`config.mk`:
```
export PLATFORM = sky130hd
export DESIGN_NAME = mole_scheduler_flat
export DESIGN_NICKNAME = d
export VERILOG_FILES = /design/src/rtl/mole_scheduler_pkg.sv /design/src/rtl/mole_scheduler_if.sv /design/src/rtl/mole_scheduler_lfsr.sv /design/src/rtl/mole_scheduler.sv /design/src/flat_wrapper.sv
export SDC_FILE = /design/constraint.sdc
export NUM_CORES = 1
export LEC_CHECK = 0
export BUFFER_PORTS_ARGS = -buffer_cell sky130_fd_sc_hd__buf_4
export CAP_MARGIN = 10
export CORE_ASPECT_RATIO = 0.7
export CORE_MARGIN = 5
export CORE_UTILIZATION = 25
export CTS_BUF_LIST = sky130_fd_sc_hd__clkbuf_8 sky130_fd_sc_hd__clkbuf_16
export DETAILED_ROUTE_END_ITERATION = 6
export PLACE_DENSITY = 0.52
export SLEW_MARGIN = 20
export SYNTH_ARGS = -nofsm -noshare
export SYNTH_HDL_FRONTEND = slang
export SYNTH_SLANG_ARGS = --single-unit
export TNS_END_PERCENT = 100
```
`constraint.sdc`:
```
create_clock -name i_clock -period 3.3 [get_ports i_clock]
set_clock_uncertainty 0.15 [all_clocks]
set_input_delay 0.66 -clock i_clock [delete_from_list [all_inputs] [get_ports i_clock]]
set_output_delay 0.66 -clock i_clock [all_outputs]
set_load 0.02 [all_outputs]
```
`src/rtl/mole_scheduler_pkg.sv`:
```
// Shared types, LED codes and hole-picking helper for the mole game sequencer.
package mole_scheduler_pkg;

    typedef enum logic [2:0] {
        StIdle = 3'd0,
        StGap  = 3'd1,
        StUp   = 3'd2,
        StHit  = 3'd3,
        StMiss = 3'd4
    } state_t;

    localparam int unsigned NUM_HOLES = 9;

    // LED code layout is {blue_duty, red_duty}
    localparam logic [15:0] CODE_OFF  = 16'h0000;
    localparam logic [15:0] CODE_MOLE = 16'hFF00;
    localparam logic [15:0] CODE_HIT  = 16'h00FF;
    localparam logic [15:0] CODE_MISS = 16'h2020;

    // Fold a 4-bit random value onto 0..8, then step past the previous hole so
    // the same hole never lights twice in a row.
    function automatic logic [3:0] pick_hole(input logic [3:0] r, input logic [3:0] prev);
        logic [3:0] cand;
        cand = (r < 4'd9) ? r : r - 4'd9;
        if (cand == prev) begin
            cand = (cand == 4'd8) ? 4'd0 : cand + 4'd1;
        end
        return cand;
    endfunction

endpackage

```
`src/rtl/mole_scheduler_if.sv`:
```
// Game-side bundle: enable/button inputs in, LED codes and counters out.
interface mole_scheduler_if;
    import mole_scheduler_pkg::*;

    logic                            enable;
    logic                            hit_valid;
    logic [3:0]                      hit_idx;
    logic [NUM_HOLES-1:0][15:0]      code;
    logic [3:0]                      mole_idx;
    logic                            active;
    logic [7:0]                      score;
    logic [7:0]                      misses;

    modport master (
        output enable, hit_valid, hit_idx,
        input  code, mole_idx, active, score, misses
    );

    modport slave (
        input  enable, hit_valid, hit_idx,
        output code, mole_idx, active, score, misses
    );

endinterface

```
`src/rtl/mole_scheduler_lfsr.sv`:
```
// 16-bit Galois LFSR (taps 16'hB400), free-running every clock.
module mole_scheduler_lfsr #(
    parameter logic [15:0] SEED = 16'hACE1
) (
    input  logic        i_clock,
    input  logic        i_resetn,
    output logic [15:0] o_value
);

    logic [15:0] r_lfsr;
    logic [15:0] w_lfsr_d;

    // Shift right, fold taps back in when the bit shifted out is set
    always_comb begin
        w_lfsr_d = {1'b0, r_lfsr[15:1]};
        if (r_lfsr[0]) begin
            w_lfsr_d = w_lfsr_d ^ 16'hB400;
        end
    end

    // State register, reset to the non-zero seed
    always_ff @(posedge i_clock or negedge i_resetn) begin
        if (!i_resetn) begin
            r_lfsr <= SEED;
        end else begin
            r_lfsr <= w_lfsr_d;
        end
    end

    assign o_value = r_lfsr;

endmodule

```
`src/rtl/mole_scheduler.sv`:
```
// Whack-a-mole sequencer: tick timer, game FSM, hole picker, counters and LED code registers.
module mole_scheduler
    import mole_scheduler_pkg::*;
#(
    parameter int unsigned TICK_DIV    = 50000,
    parameter int unsigned MOLE_TICKS  = 1000,
    parameter int unsigned GAP_TICKS   = 250,
    parameter int unsigned FLASH_TICKS = 200,
    parameter logic [15:0] LFSR_SEED   = 16'hACE1
) (
    input  logic                   i_clock,
    input  logic                   i_resetn,
    mole_scheduler_if.slave        io_game
);

    localparam logic [15:0] DIV_LAST   = 16'(TICK_DIV - 1);
    localparam logic [15:0] MOLE_LAST  = 16'(MOLE_TICKS - 1);
    localparam logic [15:0] GAP_LAST   = 16'(GAP_TICKS - 1);
    localparam logic [15:0] FLASH_LAST = 16'(FLASH_TICKS - 1);

    state_t                     r_state, w_state_d;
    logic [15:0]                r_presc, r_ticks;
    logic                       w_tick, w_hit_ok, w_hit, w_miss;
    logic [15:0]                w_lfsr;
    logic [3:0]                 r_mole, w_mole_d;
    logic [7:0]                 r_score, r_misses;
    logic [NUM_HOLES-1:0][15:0] r_code, w_code_d;
    logic                       r_active;

    mole_scheduler_lfsr #(
        .SEED (LFSR_SEED)
    ) u_lfsr (
        .i_clock  (i_clock),
        .i_resetn (i_resetn),
        .o_value  (w_lfsr)
    );

    assign w_tick   = (r_presc == DIV_LAST);
    assign w_hit_ok = io_game.hit_valid && (io_game.hit_idx < 4'(NUM_HOLES))
                      && (io_game.hit_idx == r_mole);

    // Next-state: hit beats the final UP tick; disable overrides everything
    always_comb begin
        w_state_d = r_state;
        w_hit     = 1'b0;
        w_miss    = 1'b0;
        case (r_state)
            StIdle: if (io_game.enable) w_state_d = StGap;
            StGap:  if (w_tick && r_ticks == GAP_LAST) w_state_d = StUp;
            StUp: begin
                if (w_hit_ok) begin
                    w_state_d = StHit;
                    w_hit     = 1'b1;
                end else if (w_tick && r_ticks == MOLE_LAST) begin
                    w_state_d = StMiss;
                    w_miss    = 1'b1;
                end
            end
            StHit, StMiss: if (w_tick && r_ticks == FLASH_LAST) w_state_d = StGap;
            default: w_state_d = StIdle;
        endcase
        if (!io_game.enable) begin
            w_state_d = StIdle;
            w_hit     = 1'b0;
            w_miss    = 1'b0;
        end
    end

    // New hole is chosen only on the GAP -> UP edge
    always_comb begin
        w_mole_d = r_mole;
        if (r_state == StGap && w_state_d == StUp) begin
            w_mole_d = pick_hole(w_lfsr[3:0], r_mole);
        end
    end

    // Codes are built from next state so they change on the same edge as the state
    always_comb begin
        w_code_d = '0;
        case (w_state_d)
            StUp:    w_code_d[w_mole_d] = CODE_MOLE;
            StHit:   w_code_d[w_mole_d] = CODE_HIT;
            StMiss:  w_code_d[w_mole_d] = CODE_MISS;
            default: w_code_d = '0;
        endcase
    end

    // Prescaler and tick timer restart on every state entry and sit cleared in IDLE
    always_ff @(posedge i_clock or negedge i_resetn) begin
        if (!i_resetn) begin
            r_presc <= '0;
            r_ticks <= '0;
        end else if (w_state_d != r_state || r_state == StIdle) begin
            r_presc <= '0;
            r_ticks <= '0;
        end else if (w_tick) begin
            r_presc <= '0;
            r_ticks <= r_ticks + 16'd1;
        end else begin
            r_presc <= r_presc + 16'd1;
        end
    end

    // State, hole, output codes and the UP indicator
    always_ff @(posedge i_clock or negedge i_resetn) begin
        if (!i_resetn) begin
            r_state  <= StIdle;
            r_mole   <= 4'd0;
            r_code   <= '0;
            r_active <= 1'b0;
        end else begin
            r_state  <= w_state_d;
            r_mole   <= w_mole_d;
            r_code   <= w_code_d;
            r_active <= (w_state_d == StUp);
        end
    end

    // Saturating counters, cleared when a new game starts
    always_ff @(posedge i_clock or negedge i_resetn) begin
        if (!i_resetn) begin
            r_score  <= 8'd0;
            r_misses <= 8'd0;
        end else if (r_state == StIdle && w_state_d == StGap) begin
            r_score  <= 8'd0;
            r_misses <= 8'd0;
        end else begin
            if (w_hit && r_score != 8'hFF)   r_score  <= r_score + 8'd1;
            if (w_miss && r_misses != 8'hFF) r_misses <= r_misses + 8'd1;
        end
    end

    assign io_game.code     = r_code;
    assign io_game.mole_idx = r_mole;
    assign io_game.active   = r_active;
    assign io_game.score    = r_score;
    assign io_game.misses   = r_misses;

endmodule

```
`src/flat_wrapper.sv`:
```
// flat-port wrapper written by rule: the top's interface ports become plain ports
module mole_scheduler_flat import mole_scheduler_pkg::*;
#(
    parameter int unsigned TICK_DIV    = 50000,
    parameter int unsigned MOLE_TICKS  = 1000,
    parameter int unsigned GAP_TICKS   = 250,
    parameter int unsigned FLASH_TICKS = 200,
    parameter logic [15:0] LFSR_SEED   = 16'hACE1
)
  (i_clock, i_resetn, io_game_enable, io_game_hit_valid, io_game_hit_idx, io_game_code, io_game_mole_idx, io_game_active, io_game_score, io_game_misses);
  mole_scheduler_if io_game_i ();
  input  logic i_clock;
  input  logic i_resetn;
  input wire logic [$bits(io_game_i.enable)-1:0] io_game_enable;
  input wire logic [$bits(io_game_i.hit_valid)-1:0] io_game_hit_valid;
  input wire logic [$bits(io_game_i.hit_idx)-1:0] io_game_hit_idx;
  output wire logic [$bits(io_game_i.code)-1:0] io_game_code;
  output wire logic [$bits(io_game_i.mole_idx)-1:0] io_game_mole_idx;
  output wire logic [$bits(io_game_i.active)-1:0] io_game_active;
  output wire logic [$bits(io_game_i.score)-1:0] io_game_score;
  output wire logic [$bits(io_game_i.misses)-1:0] io_game_misses;
  assign io_game_i.enable = io_game_enable;
  assign io_game_i.hit_valid = io_game_hit_valid;
  assign io_game_i.hit_idx = io_game_hit_idx;
  assign io_game_code = io_game_i.code;
  assign io_game_mole_idx = io_game_i.mole_idx;
  assign io_game_active = io_game_i.active;
  assign io_game_score = io_game_i.score;
  assign io_game_misses = io_game_i.misses;
  mole_scheduler #(.TICK_DIV(TICK_DIV), .MOLE_TICKS(MOLE_TICKS), .GAP_TICKS(GAP_TICKS), .FLASH_TICKS(FLASH_TICKS), .LFSR_SEED(LFSR_SEED)) u_core (.i_clock(i_clock), .i_resetn(i_resetn), .io_game(io_game_i));
endmodule
```
Word-level counts from Yosys, hierarchy flattened:

Index checks and enable logic that the tools add are counted.

* eq/ne operators: 18
* magnitude comparators: 4
* bitwise operators: 1
* mux-type cells: 29
* reduce and logical (&&, ||, !) cells: 16
* $add $sub $neg: 6

Operators with widths (number)
* $pmux 144 s3: 1
* $mux 16: 6
* $demux 16 s4: 1
* $add 16x1->16 const B: 2
* $eq 16x8->1 const B: 2
* $mux 8: 4
* $add 8x1->8 const B: 2
* $eq 16x10->1 const B: 1
* $eq 16x16->1 const B: 1
* $mux 4: 4
* $ne 8x8->1 const B: 2
* $mux 3: 5
* $eq 3x2->1 const B: 4
* $pmux 3 s4: 1
* $logic_and 1x1->1: 10
* $eq 4x4->1: 2
* $lt 4x4->1 const B: 2
* $mux 1: 7
* $eq 3x1->1 const B: 2
* $eq 3x3->1 const B: 2
* $reduce_bool 2->1: 3
* $lt 4x5->1 const B: 1
* $add 4x1->4 const B: 1
* $eq 4x4->1 const B: 1
* 7 further kinds: 7

* word-level logic and storage cells: 91
* input bits: 8
* bits in registers: 216

Depth between registers and ports, before layout:

Gate-level depths: netlist (run 1).

* depth in word-level cells: 14
* depth in mapped cells: 16
* mapped depth without buffers: 14

By module:

From an unflattened synthesis (run 1), not the netlist that was laid out.

* cells, all modules: 627
* area total of the unflattened synthesis: 6069.6 um^2

By module, submodules not included
* mole_scheduler: cells an instance 595, instances 1, area an instance 5535.3 um^2
* mole_scheduler_lfsr: cells an instance 32, instances 1, area an instance 534.3 um^2

Least setup slack after synthesis (run 1):

No wires, ideal clock.

* path kind: flip-flop to flip-flop
* from: register u_core.u_lfsr.r_lfsr[0], in the netlist u_core.u_lfsr.o_value[0]
* to: register u_core.r_code (netlist bit u_core.io_game.code[101])
* slack: -295 ps
* setup time: 144 ps
* arrival: 3301 ps
* stages on the path, launching flop included: 17
* data required time: 3006 ps
* cells stage by stage: dfstp_2 > clkbuf_1 > inv_1 > ha_1 > nand2b_1 > nand2_1 > xnor2_1 > inv_1 > ha_1 > inv_1 > o31a_1 > nor3_1 > a31oi_1 > a31oi_1 > o31a_1 > clkbuf_1 > nor3_1

RTL lines
* start, declared: line mole_scheduler_lfsr.sv:10 `logic [15:0] r_lfsr;`
* start signal, assigned: line mole_scheduler_lfsr.sv:26 `r_lfsr <= w_lfsr_d;`
* end signal, assigned: line mole_scheduler.sv:114 `r_code <= w_code_d;`
* end, declared: line mole_scheduler.sv:27 `logic [NUM_HOLES-1:0][15:0] r_code, w_code_d;`

==> results of run 1 <==
==> power by group <==
group	switching [mW]	total [mW]	internal, mW	leakage [nW]
sequential	0.00238	1.33	1.32	1.48
combinational	0.0512	0.0721	0.0209	1.92
clock	0.540	1.09	0.546	0.138
==> final cells by class <==
| class | count | area [µm²] | area share (%) |
|---|---|---|---|
| clock buffer | 10 | 239 | 3.23 |
| multi-input combinational | 338 | 2250 | 30.4 |
| clock inverter | 6 | 52.6 | 0.711 |
| timing repair buffer | 214 | 1700 | 23.0 |
| inverter | 13 | 48.8 | 0.660 |
| tap | 312 | 390 | 5.28 |
| sequential | 108 | 2710 | 36.7 |
==> flip-flops by register name, summed over array words and instances (netlist names) <==
name / cells
u_core.io_game.code: 36
u_core.r_presc: 16
u_core.r_ticks: 16
u_core.u_lfsr.o_value: 16
u_core.io_game.misses: 8
u_core.io_game.score: 8
u_core.io_game.mole_idx: 4
u_core.r_state: 3
u_core.io_game.active: 1
==> Yosys cell counts, types with 7 or more instances <==
cell type  number
buf_4         108
dfrtp_1       100
nor2_1         58
nor3_1         45
nand2_1        28
xor2_1         26
xnor2_1        23
nand4_1        18
nand3_1        16
inv_1          13
and3_1         11
a21oi_1        10
clkbuf_1        9
dfstp_2         8
ha_1            8
buf_2           7
o21ai_0         7
==> layer usage <==
metal | routed length, µm | share of wire [%] | global-route usage (%)
met1 | 6980 | 47 | 15.3
met2 | 6550 | 44 | 15.9
met3 | 1190 | 8.0 | 2.99
met4 | 122 | 0.82 | 2.18
met5 | 0 | 0 | 0
==> path summary, 6_finish.rpt <==
path | from | to | depth (start not counted)
max reg2reg | u_core.u_lfsr.o_value[0] | u_core.io_game.code[77] | 16
max in group asynchronous | i_resetn | u_core.r_ticks[6] | 2
max | u_core.u_lfsr.o_value[0] | u_core.io_game.code[77] | 16
min | u_core.u_lfsr.o_value[12] | u_core.u_lfsr.o_value[11] | 0
min in group asynchronous | i_resetn | u_core.io_game.code[110] | 1
min reg2reg | u_core.u_lfsr.o_value[12] | u_core.u_lfsr.o_value[11] | 0
==> cell usage in the layout, fill, tap and decap left out, types with 10 or more instances in the layout <==
cell type / instances
clkbuf_16: 10
xnor2_1: 22
dfrtp_1: 100
nand2_1: 27
nand3_1: 16
nor3_1: 43
inv_1: 10
buf_4: 207
nor2_1: 58
nand4_1: 18
and3_1: 11
xor2_1: 26
==> worst max-delay path, stage by stage (launching register included) <==
cell,delay (ns)
dfstp_2,0.55
inv_2,0.06
ha_4,0.17
nand2b_4,0.07
nand2_2,0.12
mux2i_4,0.24
inv_2,0.08
ha_4,0.14
inv_1,0.04
o31a_1,0.29
nor3_2,0.14
a31oi_1,0.09
a31oi_1,0.23
buf_4,0.17
o31a_1,0.27
clkbuf_16,0.21
nor3_1,0.05
==> through the flow <==
step,setup TNS [ns],total power [mW],area [µm²],instances
final,0,2.49,7390,1001
after global routing,-0.293,2.59,7390,1001
after CTS,0,2.53,7270,997
after detailed placement,-0.0592,1.43,6970,981
after global placement,0,1.43,6970,981
after floorplan,0,1.38,5820,584
==> cells by family after synthesis <==
| logic type | synth area share [%] |
|---|---|
| simple gates | 20.5 |
| buf+inv | 16.0 |
| flops | 46.7 |
| compound gates | 6.39 |
| xor+xnor | 8.16 |
| fa+ha+maj | 1.72 |
| mux | 0.517 |
==> repair_timing <==
| item | 4_1_cts | 5_1_grt |
|---|---|---|
| endpoints found under the setup margin | 13 | 36 |
| pin swaps | 0 | 3 |
| cloned | 0 | 1 |
| buffers inserted | 0 | 3 |
| gates resized for setup | 3 | 14 |
==> impl_results.md, run 1 <==
* Status: completed
* DR vias/cell at 4.32
* Slew margin rel. at 38.5%
* Die span in x at 192 µm
* Worst EP arrival at 3.28 ns
* Post-Place Worst Slack at -0.0212 ns
* Detailed Route Iter0 Violations at 314
* Sequential area share after synthesis at 46.7%
* Highest clock rate at 313 MHz
* Startpoint class of the critical path: flop
* Number of synthesized flops with an enable pin at 0
* Antenna-violating nets left at 0
* Ys Warns at 0
* Distinct cells, synth at 61
* Drt wl/cell at 14.8 µm
* Post-layout util at 32.4%
* Die Ht at 138 µm
* Remaining global-route overflow at 0
* Port-buffer cells at 172
* Fraction of layout cells with a size suffix above 1 at 38.5%
* FFs w/ async S/R, synth at 100%
* Hold Path Class: flop to flop
* Ant diodes at 0
* Worst EP required at 3.38 ns
* Post-CTS Hold Fix Bufs at 0
* Pwr/cell area at 336 nW/µm²
* Yosys reg bits at 108
* Area Overhead vs Synth at 27.1%
* Estimated wirelength of the detail-placed design at 10600 µm
* Max IR drop VDD at 0.250 mV
* CP Max Fanout at 8
* Top FF cell, synth: dfrtp_1
* Critical path type: flop to flop
* Tightest Pin Transition at 0.922 ns
* Tmin final at 3.20 ns
* Avg Cell Area, Syn at 9.95 µm²
* First-pass GRT wire length at 22300 µm
* Vias in the first global route at 4034
* Initial antenna violation count at 0
* CTS Buf Count at 9
* Post-Route WL at 14800 µm
* Max-cap violations at 0
* Final number of max-transition violations at 0
* CTS sink count at 108
* Drc violations at 0
* Share of the synthesized area in the top cell type at 43.0%
* P_leak at 3.54 nW
* Post-synth top area cell: dfrtp_1
* Top cells by area, synth: dfrtp_1, buf_4, xor2_1
* Final Hold Slack at 0.201 ns
* Router iterations before antenna repair at 4
* Reg-to-reg slack, setup at 0.10 ns
* RD Place Congestion at 0.852
* Worst Setup End Kind: flop
* Setup Viol. Count Final at 0
* Root Buffer Master: clkbuf_16
* TritonCTS clock tree: built
* H-Tree Depth at 3
* Worst-case clock buffer depth at 2
* CTS clock-pin slew for the worst setup and hold paths at 0.08 ns
* Row count at 46
* Fillcell total at 2372
* Core area at 22800 µm²
* GRT Util Overall at 10.6%
* Final hold violation count at 0
* IO Pins at 173
* Synth Net Count at 600
* Final worst path period share at 96.8%
* Via count at 4321
* Fin nets at 700
* Die area at 26500 µm²
* Synthesized cell area at 5810 µm²
* Pin count of the biggest net entering global routing at 72
* Worst-Skew Late Latency at 0.36 ns
* Initial core utilization at 25.5%
* Setup ws final at 0.104 ns
* Cells after Synth at 584
Power figures use the tool's default switching activity.
==> run 2: changes to the inputs <==
--- a/config.mk
+++ b/config.mk
@@ -16,5 +16,6 @@
 export SLEW_MARGIN = 20
 export SYNTH_ARGS = -nofsm -noshare
 export SYNTH_HDL_FRONTEND = slang
+export SYNTH_HIERARCHICAL = 1
 export SYNTH_SLANG_ARGS = --single-unit
 export TNS_END_PERCENT = 100
==> impl_results.md, run 2 <==
* Total chip power at 2.56 mW
* IO Pins at 173
* Ant diodes at 0
* Logic pwr share at 4.2%
* Antenna-violating nets left at 0
* CTS clock-pin slew for the worst setup and hold paths at 0.08 ns
* Post-CTS setup buffer count at 0
* CP Max Fanout at 5
* Sw Share at 25.4%
* Remaining global-route overflow at 0
* NetSw at 0.648 mW
* Most common cell after layout, fill and taps aside: buf_4
* Vias in the first global route at 4244
* Flop pwr share at 52.1%
* Startpoint class of the critical path: flop
* Post-CTS Resized at 0
* Worst EP required at 3.38 ns
* Hold Path Class: input port to async pin
* GRT Util Overall at 11.1%
* Max reg flops at 36
* Synth Net Count at 634
* Clock share of power at 43.7%
* Tightest Pin Transition at 0.672 ns
* Avg Cell Area, Syn at 9.71 µm²
* Post-CTS Hold Fix Bufs at 0
* Post-Route WL at 15600 µm
* Core area at 23600 µm²
* Initial antenna violation count at 0
* Drc violations at 0
* RSZ-0062 raised after global routing: false
* Critical path type: flop to flop
* H-Tree Depth at 3
* Die span in x at 195 µm
* Root Buffer Master: clkbuf_16
* Final number of max-transition violations at 0
* Max-cap violations at 0
* First-pass GRT wire length at 24500 µm
* Area Overhead vs Synth at 22.9%
* Setup TNS Final at 0 ns
* Initial core utilization at 25.4%
* DR vias/cell at 4.40
* Worst-Skew Late Latency at 0.35 ns
* P_leak at 3.54 nW
* CTS sink count at 108
* R2r worst-path depth at 11
* Fin nets at 720
* Worst EP arrival at 3.16 ns
* Die area at 27300 µm²
* Port-buffer cells at 172
* Register area at 2710 µm²
* Area occupied by multi-input gates at 2350 µm²
* CTS Buf Count at 9
* Estimated wirelength of the detail-placed design at 11700 µm
* Commonest cells after routing, fill and taps aside: buf_4, dfrtp_1, nor2_1, xor2_1, nand2_1
* Max IR drop VDD at 0.230 mV
* Pin count of the biggest net entering global routing at 55
* Die Ht at 140 µm
* Cells after Synth at 618
* RD Place Congestion at 0.917
* Fillcell total at 2473
* Fraction of layout cells with a size suffix above 1 at 35.0%
* Via count at 4518
* Ys Warns at 6
* Final worst path period share at 93.3%
* Status: completed
* Reg-to-reg slack, setup at 0.22 ns
* Highest clock rate at 325 MHz
* Drt wl/cell at 15.2 µm
* Tmin final at 3.08 ns
* Synthesized cell area at 6000 µm²
* Worst-case clock buffer depth at 2
* Pwr/cell area at 347 nW/µm²
* Final hold violation count at 0
* Row count at 47
* Power Internal at 1.91 mW
* Router iterations before antenna repair at 5
* Worst R2R Start: u_core/u_lfsr/o_value[0]
* Detailed Route Iter0 Violations at 378
* TritonCTS clock tree: built
* Slew margin rel. at 54.8%
* Worst Setup End Kind: flop
* Worst r2r dst: u_core/io_game.code[69]
* Setup Viol. Count Final at 0
-- run 2: how the worst max path moves through the flow --
stage,end,startpoint
6_report,u_core/io_game.code[69],u_core/u_lfsr/o_value[0]
5_1_grt,u_core/io_game.code[5],u_core/u_lfsr/o_value[0]
4_1_cts,u_core/io_game.code[109],u_core/r_presc[0]
3_5_place_dp,u_core/io_game.code[45],u_core/r_presc[0]
3_3_place_gp,u_core/io_game.code[125],u_core/r_presc[0]
2_1_floorplan,u_core/io_game.code[37],u_core/u_lfsr/o_value[0]
-- run 2: cell type report --
type | instances | share of cell area (%)
repair buffers | 204 | 21.1
clock inverters | 7 | 1.10
flip-flops and latches | 108 | 36.8
clock buffers | 9 | 3.05
inverters | 14 | 0.780
well taps | 318 | 5.39
multi-input cells | 367 | 31.8
-- run 2: critical path, stage by stage, from the launching register on --
cell and delay (ns):
dfstp_2 0.53, inv_1 0.06, ha_1 0.24, nor2b_1 0.16, buf_4 0.15, o22ai_1 0.25
o211ai_1 0.22, nor3_1 0.42, a221oi_1 0.16, buf_4 0.18, a21oi_1 0.35, nor2_1 0.09
-- run 2: through the flow --
step	hold slack (ns)	cell area, µm²	setup slack, ns	std cells	util [%]
after detailed placement	0.188	7060	0.102	1011	29.8
after global placement	0.185	7060	0.114	1011	29.8
after global routing	0.174	7380	0.0298	1027	31.2
after CTS	0.158	7360	0.0925	1027	31.1
after floorplan	0.181	6000	0.0752	618	-
final	0.139	7380	0.223	1027	31.2
-- run 2: power by group through the flow --
stage          clock network (mW)  registers [mW]  logic (mW)
2_1_floorplan                   0            1.36      0.0394
3_3_place_gp                    0            1.36       0.110
3_5_place_dp                    0            1.36       0.110
4_1_cts                      1.17            1.33       0.111
5_1_grt                      1.22            1.33       0.123
6_report                     1.12            1.33       0.108
-- run 2: routing by layer --
metal / part of all wire [%] / vias to the layer above / global-route usage [%] / routed length, µm
met5: 0 / - / 0 / 0
met4: 0.78 / 0 / 2.09 / 122
met3: 8.5 / 13 / 3.67 / 1330
met2: 39 / 187 / 14.5 / 6040
met1: 52 / 2153 / 17.5 / 8160
li1: - / 2165 / - / -
==> run 3: changes to the inputs <==
--- a/config.mk
+++ b/config.mk
@@ -12,7 +12,7 @@
 export CORE_UTILIZATION = 25
 export CTS_BUF_LIST = sky130_fd_sc_hd__clkbuf_8 sky130_fd_sc_hd__clkbuf_16
 export DETAILED_ROUTE_END_ITERATION = 6
-export PLACE_DENSITY = 0.52
+export PLACE_DENSITY = 0.5
 export SLEW_MARGIN = 20
 export SYNTH_ARGS = -nofsm -noshare
 export SYNTH_HDL_FRONTEND = slang
==> constraint.sdc (replaced) <==
create_clock -name i_clock -period 3 [get_ports i_clock]
set_clock_uncertainty 0.15 [all_clocks]
set_input_delay 0.6 -clock i_clock [delete_from_list [all_inputs] [get_ports i_clock]]
set_output_delay 0.6 -clock i_clock [all_outputs]
set_load 0.02 [all_outputs]
==> impl_results.md, run 3 (same netlist as run 2, synthesis figures left out) <==
* Setup TNS Final at 0 ns
* Max reg flops at 36
* R2r worst-path depth at 11
* Final hold violation count at 0
* CTS Buf Count at 9
* Worst-case clock buffer depth at 2
* Row count at 47
* Most common cell after layout, fill and taps aside: buf_4
* Root Buffer Master: clkbuf_16
* Crit path top cell by count: buf_4
* Ant diodes at 0
* P_leak at 3.81 nW
* IO Pins at 173
* Via count at 4669
* Setup Viol. Count Final at 0
* CP top delay family: compound AO/OA/AOI/OAI gates
* Register area at 2710 µm²
* Drt wl/cell at 14.8 µm
* Placed instance area at 7400 µm²
* Pwr/cell area at 357 nW/µm²
* DR vias/cell at 4.34
* Tmin final at 2.92 ns
* Remaining global-route overflow at 0
* Core area at 23600 µm²
* Cells along the critical path: inv_1 -> ha_4 -> nor2b_1 -> buf_4 -> a21o_1 -> o211ai_1 -> nand3_1 -> o32ai_1 -> buf_4 -> a31oi_1 -> nor2_1
* Max-cap violations at 0
* Post-Route WL at 15900 µm
* Critical path type: flop to flop
* Worst EP required at 3.13 ns
* Initial antenna violation count at 0
* Critical path buffers and inverters at 3
* First-pass GRT wire length at 24900 µm
* Stages on worst setup path at 11
* Worst-Skew Late Latency at 0.35 ns
* Fin area at 7880 µm²
* Fin nets at 770
* Initial core utilization at 25.4%
* Post-CTS Hold Fix Bufs at 0
* Fillcell total at 2425
* Crit-path max cell delay at 0.54 ns
* Detailed Route Iter0 Violations at 263
* Worst EP arrival at 3.05 ns
* Die area at 27300 µm²
* Antenna-violating nets left at 0
* Area Overhead vs Synth at 31.3%
* Highest clock rate at 343 MHz
* Worst Setup End Kind: flop
* Max IR drop VDD at 0.262 mV
* Pin count of the biggest net entering global routing at 109
* Hold Path Class: input port to async pin
* Area occupied by multi-input gates at 2460 µm²
* Commonest cells after routing, fill and taps aside: buf_4, dfrtp_1, nor2_1, xor2_1, nand2_1
* Port-buffer cells at 172
* GRT Util Overall at 11.2%
* TritonCTS clock tree: built
* CTS clock-pin slew for the worst setup and hold paths at 0.08 ns
* Die Ht at 140 µm
* Cells after DPL at 1054
* RD Place Congestion at 0.881
* Status: completed
* H-Tree Depth at 3
* Drc violations at 0
* Finished Layout Cells at 1077
* Final worst path period share at 97.2%
* CP max-delay cell: dfstp_2
* Fraction of layout cells with a size suffix above 1 at 41.0%
* Estimated wirelength of the detail-placed design at 11800 µm
* Router iterations before antenna repair at 6
* CP Max Fanout at 4
* Tightest Pin Transition at 0.685 ns
* Die span in x at 195 µm
* Final number of max-transition violations at 0
* Vias in the first global route at 4355
* Slew margin rel. at 53.9%
* CTS sink count at 108
* Startpoint class of the critical path: flop
run 3: cell count changes in the layout (fill, tap and decap cells not counted), sizes merged:
cell	before	now
buf	204	254
clkinv	2	3
inv	19	18
run 3: repair_timing:
action                                  4_1_cts  5_1_grt
endpoints found under the hold margin         0        0
gates resized for setup                       3       17
endpoints found under the setup margin       14       44
setup buffers                                 2        5
pin swaps                                     1        7
run 3: report_power, final:
group	switching [mW]	internal [mW]	total, mW
registers	0.00909	1.46	1.47
clock network	0.621	0.604	1.23
logic	0.0797	0.0419	0.122
run 3: through the flow:
stage	total power, mW	hold WS, ns	util [%]	setup slack [ns]
finish	2.81	0.125	33.3	0.0847
global route	2.94	0.171	33.3	-0.0216
CTS	2.87	0.176	32.8	0.00503
detailed placement	1.62	0.186	31.3	-0.128
global placement	1.62	0.181	31.3	-0.0660
floorplan	1.54	0.154	-	0.0240
run 3: area by class of cell:
| cell class | count | area share (%) |
|---|---|---|
| Timing Repair Buffer | 254 | 24.7 |
| Sequential cell | 108 | 34.4 |
| Inverter | 14 | 0.730 |
| Multi-Input combinational cell | 367 | 31.2 |
| Tap cell | 318 | 5.05 |
| Clock inverter | 7 | 1.10 |
| Clock buffer | 9 | 2.86 |
run 3: per-layer routing:
layer / GRT usage [%] / wire length, µm / up-vias
li1: - / - / 2278
met1: 17.2 / 8090 / 2209
met2: 15.6 / 6500 / 180
met3: 3.41 / 1260 / 2
met4: 1.84 / 49 / 0
met5: 0 / 0 / -
run 3: path summary, 6_finish.rpt:
path | slack (ns) | to | from
worst max-delay path | 0.08 | u_core/io_game.code[23] | u_core/u_lfsr/o_value[0]
worst min-delay path | 0.13 | u_core/io_game.misses[1] | i_resetn
worst max register to register | 0.08 | u_core/io_game.code[23] | u_core/u_lfsr/o_value[0]
worst min register to register | 0.20 | u_core/u_lfsr/o_value[8] | u_core/u_lfsr/o_value[9]
max in group asynchronous | 2.08 | u_core/io_game.code[135] | i_resetn
min in group i_clock | 0.20 | u_core/u_lfsr/o_value[8] | u_core/u_lfsr/o_value[9]
run 3: worst register-to-register path: stages, from the launching register on:
cell and delay (ns):
dfstp_2 0.54, inv_1 0.07, ha_4 0.26, nor2b_1 0.05, buf_4 0.14, a21o_1 0.18
o211ai_1 0.32, nand3_1 0.29, o32ai_1 0.41, buf_4 0.18, a31oi_1 0.14, nor2_1 0.12
